--- config.mk ---
export PLATFORM = sky130hd
export DESIGN_NAME = seq_add_sub
export DESIGN_NICKNAME = d
export VERILOG_FILES = /design/src/rtl/seq_add_sub.sv
export SDC_FILE = /design/constraint.sdc
export NUM_CORES = 1
export LEC_CHECK = 0
export ABC_AREA = 1
export BUFFER_PORTS_ARGS = -buffer_cell sky130_fd_sc_hd__buf_2
export CELL_PAD_IN_SITES_DETAIL_PLACEMENT = 1
export CELL_PAD_IN_SITES_GLOBAL_PLACEMENT = 2
export CORE_ASPECT_RATIO = 0.6
export CORE_MARGIN = 1
export CORE_UTILIZATION = 32
export CTS_CLUSTER_SIZE = 16
export DETAILED_ROUTE_END_ITERATION = 10
export GPL_TIMING_DRIVEN = 0
export PLACE_DENSITY = 0.87
export SYNTH_ARGS = -nofsm -noshare
export SYNTH_HDL_FRONTEND = slang
export SYNTH_SLANG_ARGS = --single-unit
--- constraint.sdc ---
create_clock -name clk -period 3.83 [get_ports clk]
set_input_delay 0.766 -clock clk [delete_from_list [all_inputs] [get_ports clk]]
set_output_delay 0.766 -clock clk [all_outputs]
set_load 0.05 [all_outputs]
--- src/rtl/seq_add_sub.sv ---
// seq_add_sub: multi-cycle chunked add/subtract with valid/ready handshake.
// One CHUNK_WIDTH slice per clock, registered carry, signed-overflow flag.
module seq_add_sub #(
    parameter int DATA_WIDTH  = 32,
    parameter int CHUNK_WIDTH = 8
) (
    input  logic                  clk,
    input  logic                  rst,
    input  logic                  in_valid,
    output logic                  in_ready,
    input  logic [DATA_WIDTH-1:0] op1,
    input  logic [DATA_WIDTH-1:0] op2,
    input  logic                  ctrl,
    output logic                  out_valid,
    input  logic                  out_ready,
    output logic [DATA_WIDTH:0]   result,
    output logic                  overflow
);

    localparam int NCHUNK = DATA_WIDTH / CHUNK_WIDTH;
    localparam int IW     = (NCHUNK > 1) ? $clog2(NCHUNK) : 1;
    localparam int CW     = CHUNK_WIDTH;

    localparam logic [IW-1:0] LAST_IDX = IW'(NCHUNK - 1);

    localparam logic [1:0] ST_IDLE = 2'b00;
    localparam logic [1:0] ST_BUSY = 2'b01;
    localparam logic [1:0] ST_DONE = 2'b10;

    logic [1:0]            r_state;
    logic [DATA_WIDTH-1:0] r_op1;
    logic [DATA_WIDTH-1:0] r_op2x;
    logic [DATA_WIDTH-1:0] r_sum;
    logic                  r_carry;
    logic                  r_ovf;
    logic [IW-1:0]         r_idx;

    logic [CW-1:0]         w_a;
    logic [CW-1:0]         w_b;
    logic [CW:0]           w_add;
    logic                  w_cmsb;
    logic                  w_last;
    logic [DATA_WIDTH-1:0] w_ins;

    // Operands shift down so the active chunk always sits at bit 0.
    assign w_a    = r_op1[CW-1:0];
    assign w_b    = r_op2x[CW-1:0];
    assign w_add  = {1'b0, w_a} + {1'b0, w_b} + {{CW{1'b0}}, r_carry};
    assign w_last = (r_idx == LAST_IDX);
    assign w_ins  = DATA_WIDTH'(w_add[CW-1:0]) << (DATA_WIDTH - CW);

    // Carry into the sum MSB, taken from the last chunk's low bits.
    generate
        if (CW == 1) begin : g_cmsb_bit
            assign w_cmsb = r_carry;
        end else begin : g_cmsb_low
            logic [CW-1:0] w_low;
            assign w_low  = {1'b0, w_a[CW-2:0]} + {1'b0, w_b[CW-2:0]}
                          + {{(CW-1){1'b0}}, r_carry};
            assign w_cmsb = w_low[CW-1];
        end
    endgenerate

    // Handshake flags decode straight from the state register.
    assign in_ready  = (r_state == ST_IDLE);
    assign out_valid = (r_state == ST_DONE);
    assign result    = {r_carry, r_sum};
    assign overflow  = r_ovf;

    // Control FSM and chunk datapath; reset drops any in-flight op.
    always_ff @(posedge clk) begin
        if (rst) begin
            r_state <= ST_IDLE;
            r_op1   <= '0;
            r_op2x  <= '0;
            r_sum   <= '0;
            r_carry <= 1'b0;
            r_ovf   <= 1'b0;
            r_idx   <= '0;
        end else begin
            unique case (r_state)
                ST_IDLE: begin
                    if (in_valid) begin
                        r_op1   <= op1;
                        r_op2x  <= op2 ^ {DATA_WIDTH{ctrl}};
                        r_carry <= ctrl;
                        r_idx   <= '0;
                        r_state <= ST_BUSY;
                    end
                end
                ST_BUSY: begin
                    r_op1   <= r_op1 >> CW;
                    r_op2x  <= r_op2x >> CW;
                    r_sum   <= (r_sum >> CW) | w_ins;
                    r_carry <= w_add[CW];
                    if (w_last) begin
                        r_ovf   <= w_add[CW] ^ w_cmsb;
                        r_state <= ST_DONE;
                    end else begin
                        r_idx <= r_idx + 1'b1;
                    end
                end
                ST_DONE: begin
                    if (out_ready) begin
                        r_state <= ST_IDLE;
                    end
                end
                default: r_state <= ST_IDLE;
            endcase
        end
    end

endmodule
### Word-level counts from Yosys, hierarchy flattened

Cells that the tools add are included.

| cells by class | value |
|---|---|
| reduce and logical (&&, ||, !) cells | 6 |
| $add $sub $neg | 5 |
| bitwise operators | 3 |
| muxes and demuxes | 13 |
| eq/ne operators | 7 |

Operators with widths:

| kind | count |
|---|---|
| 32-bit case mux with 2 select lines | 2 |
| 32-bit 2-to-1 mux | 2 |
| 24-bit by 32-bit bitwise OR with 32-bit output | 1 |
| 32-bit bitwise XOR | 1 |
| 2-bit 2-to-1 mux | 5 |
| 8-bit by 8-bit adder with 9-bit output | 1 |
| 9-bit by 1-bit adder with 9-bit output | 1 |
| 7-bit by 7-bit adder with 8-bit output | 1 |
| 8-bit by 1-bit adder with 8-bit output | 1 |
| 2-bit != test (second input constant) | 3 |
| 2-bit case mux with 3 select lines | 1 |
| 3-bit AND reduction | 2 |
| 2-bit == test (second input constant) | 2 |
| 2-bit case mux with 2 select lines | 1 |
| 2-bit AND reduction | 2 |
| 2-bit by 1-bit adder with 2-bit output (second input constant) | 1 |
| 2-bit by 1-bit == test with 1-bit output (second input constant) | 1 |
| 2-bit zero test | 1 |
| 2-bit by 1-bit != test with 1-bit output (second input constant) | 1 |
| 1-bit case mux with 2 select lines | 1 |
| 2-bit nonzero test | 1 |
| 1-bit 2-to-1 mux | 1 |
| 1-bit bitwise XOR | 1 |

| storage, ports and cells | value |
|---|---|
| register bits | 102 |
| word-level logic and storage cells | 41 |
| input bits | 69 |

### Logic depth before layout (Yosys ltp)

| logic depth | value |
|---|---|
| word-level depth | 3 |
| mapped depth | 11 |

### Least setup slack after synthesis

Ideal clock, no wire load.

| timing | value |
|---|---|
| path type | register -> output |
| from | register r_state[1] |
| to | output out_valid |
| required time | 3064 ps |
| path slack | 1944 ps |
| stages on the path, launching flop included | 3 |
| buffers on the path | 0 |
| arrival | 1120 ps |
| cells stage by stage | dfxtp_1 inv_2 nor2_1 |

| between the ends | value |
|---|---|
| cells in the longest elaborated chain, start to end | 1 |

RTL lines:

| item | RTL line | source |
|---|---|---|
| start, declared | 30 | `logic [1:0] r_state;` |
| start signal, assigned | 73 | `r_state <= ST_IDLE;` |
| start signal, assigned | 88 | `r_state <= ST_BUSY;` |
| start signal, assigned | 98 | `r_state <= ST_DONE;` |
| 2-bit == test | 66 | `assign out_valid = (r_state == ST_DONE);` |
| end, declared | 14 | `output logic out_valid,` |

No other way between the ends.

### Worst setup path after layout

| timing | value |
|---|---|
| from | register r_op1[0] |
| to | register r_ovf (netlist: overflow) |

| between the ends | value |
|---|---|
| cells in the longest elaborated chain, start to end | 3 |
| elaborated cells on any way between the ends | 5 |

RTL lines:

| item | RTL line | source |
|---|---|---|
| start, declared | 31 | `logic [DATA_WIDTH-1:0] r_op1;` |
| start signal, assigned | 84 | `r_op1 <= op1;` |
| start signal, assigned | 92 | `r_op1 <= r_op1 >> CW;` |
| 8-bit by 8-bit adder with 9-bit output or 7-bit by 7-bit adder with 8-bit output (tied branches) | 48, 58 |  |
| 9-bit by 1-bit adder with 9-bit output or 8-bit by 1-bit adder with 8-bit output (tied branches) | 48, 59 |  |
| 1-bit bitwise XOR * | 97 | `r_ovf <= w_add[CW] ^ w_cmsb;` |
| end signal, assigned | 97 |  |
| end, declared | 35 | `logic r_ovf;` |

Every way passes the cells marked *; elsewhere a longest branch is shown, timed or not.
A chain may end at the register's enable or synchronous reset.

==> results.md <==
* Worst hold path class: flop to flop
* Final Worst Setup Slack at 1.717 ns
* Gr usage total at 0.2037
* Hold Buf Count CTS at 0
* Max-slew violation count at 0
* Distinct cells, synth at 29
* Vias in the first global route at 4,460
* Placer Congestion at 0.8347
* Combinational share of power at 0.196
* Fin util at 0.4092
* Max cap viols at 0
* Total power draw at 2656 uW
* Post-CTS setup buffers at 0
* Drt total wl at 14.46 mm
* Drt first-iter violations at 202
* Unrepaired setup endpoints after global routing: false
* Dpl ws at 1.746 ns
* Initial Utilization at 0.3328
* Commonest cells post-synth: 190 x nand2_1, 102 x dfxtp_1, 73 x nor2_1
* Clock Tree Buf Depth at 2
* Final #Nets at 815
* Max VDD drop at 0.1823 mV
* Global-route wire length before repair at 23.13 mm
* Internal power at 1863 uW
* Vias at 4,443
* Synth Cell Area at 0.004617 mm^2
* Syn Area/Cell at 7.411 um^2
* Post-Syn Instances at 623
* Final Hold Vio Count at 0
* Clk_lat worst skew at 0.34 ns
* Synth top area share at 0.4423
* CORE AREA at 0.01387 mm^2
* # IOs at 105
* Outcome: finished, final reports clean
* # setup viols final at 0
* Reg power frac at 0.449
* Largest net degree at the start of global routing at 16
* Most common cell in the synthesized netlist: nand2_1
* Number of synthesized flops with an enable pin at 0
* Clock Pin Slew Worst Setup and Hold Paths at 0.06 ns
* Die area at 0.01493 mm^2
* TritonCTS clock tree: built
* Critical Path RT at 4.07 ns
* Clk root buf: clkbuf_16
* Sequential share of the synthesized area at 0.4423
* Setup Skew at 0.006946 ns
* IO buf count at 102
* Relative slew slack at 0.5659
* Rows at 33
* Total global routing overflow at 0
* Initial antenna violation count at 0
* PD cells at 467.8 mW/mm^2
* CP Capture Type: flop
* TNS Setup at 0 ns
* Period utilization at 0.5516
* Sw Share at 0.2985
* Final non-filler cell total at 932
* P_sw at 792.7 uW
* Max FO, Critical Path at 3
* Main synth FF type: dfxtp_1
* Post-synth top area cell: dfxtp_1
* Critical path type: flop to flop
* Yosys warnings at 0
* Share of cells above drive strength 1 at 0.2068
* Main area contributors after synthesis: dfxtp_1 44%, nand2_1 15%, nor2_1 5.9%
* Clock power frac at 0.355
* # diodes at 0
* H-tree levels at 3
* CTS buffer count at 9
* Max Freq at 0.4733 GHz
* # DRC at 0
* Measured slew at the worst slew-check pin at 0.6512 ns
* Leak at 0.002561 uW
* Placed Instances at 917
* Clock Sinks at 102
* Layout area overhead at 22.95%
* Min Tclk post-route at 2.113 ns
* Die Ht at 95.04 um
* Syn Nets at 702
* Die X-Extent at 157.1 um
* Post-DRT Antenna Nets at 0
* Crit path DAT at 2.36 ns
* Yosys reg bits at 102
* Asr flop ratio synth at 0
* First-pass iteration count of the detailed router at 4
* Drt via density at 4.767
* Wirelength per Cell at 15.52 um
* Critical Path Source Type: flop
* Hpwl dp at 11.38 mm
* Post_cts resized at 0
-- kinds of logic after synthesis --
| logic type | synth area share |
|---|---|
| DFF | 0.4423 |
| xor gates and xnor gates | 0.06640 |
| AOI/OAI and AO/OA | 0.1469 |
| and+or+nand+nor | 0.2317 |
| adders and majority gates | 0.03035 |
| buffers and inverters | 0.08238 |
-- worst paths after layout --
path / slack, ns / to / cells past startpoint / start
max: 1.72 / overflow / 10 / r_op1[0]
min: 0.46 / r_op1[24] / 2 / r_op1[24]
max reg2reg: 1.72 / overflow / 10 / r_op1[0]
min reg2reg: 0.46 / r_op1[24] / 2 / r_op1[24]
-- state kept, by name, indices dropped and copies added, names as in the netlist --
| register | count |
|---|---|
| r_sum | 32 |
| r_state | 2 |
| r_carry | 1 |
| r_op2x | 32 |
| r_op1 | 32 |
| r_idx | 2 |
| overflow | 1 |
-- power by group through the flow --
stage / logic, uW / clock network, uW / registers (uW)
2_1_floorplan: 259 / 0 / 1300
3_3_place_gp: 507 / 0 / 1210
3_5_place_dp: 522 / 0 / 1220
4_1_cts: 524 / 970 / 1190
5_1_grt: 576 / 1010 / 1200
6_report: 519 / 944 / 1190
-- metrics by stage --
step / hold slack (ns) / area (um^2)
global placement: 0.4535 / 5368
global route: 0.4787 / 5677
CTS: 0.4638 / 5677
detailed placement: 0.4538 / 5368
floorplan: 0.4401 / 4617
finish: 0.4601 / 5677
-- routing by layer --
| layer | track usage | part of all wire | vias up |
|---|---|---|---|
| met4 | 0.04045 | 0.0080 | 0 |
| met1 | 0.2993 | 0.51 | 2126 |
| met3 | 0.03364 | 0.056 | 10 |
| met2 | 0.3126 | 0.42 | 92 |
| met5 | 0 | 0 | - |
| li1 | - | - | 2215 |
-- placed cells by master, fill, tap and decap left out, types with 4 or more instances in the layout --
master       n
a22oi_1      8
nand3_1      7
nand2_1    190
dfxtp_1    102
clkbuf_16    9
a31oi_1     33
xnor2_1     15
o21ai_0     41
inv_2        4
xor2_1      20
nor2_1      73
a21oi_1     28
buf_2      114
clkbuf_1    13
buf_6        4
ha_1         8
buf_4        8
inv_1       36
-- layout make-up --
class,count,area [um^2]
fill,1768,8197
multi-input combinational,441,2195
sequential,102,2042
timing repair buffer,102,510.5
clock buffer,12,266.5
tap,192,240.2
buffer,40,230.2
inverter,40,150.1
clock inverter,3,42.54
-- critical path: stages, from the launching register on --
cell and delay (ns):
dfxtp_1 0.33, fa_1 0.47, fa_1 0.42, nand2_1 0.08, nand2_1 0.07, nand2_1 0.13
o21ai_0 0.20, nand2_1 0.13, nand3_1 0.07, nand2_1 0.07, inv_1 0.04
No activity file was read; power rests on OpenSTA's default activity.
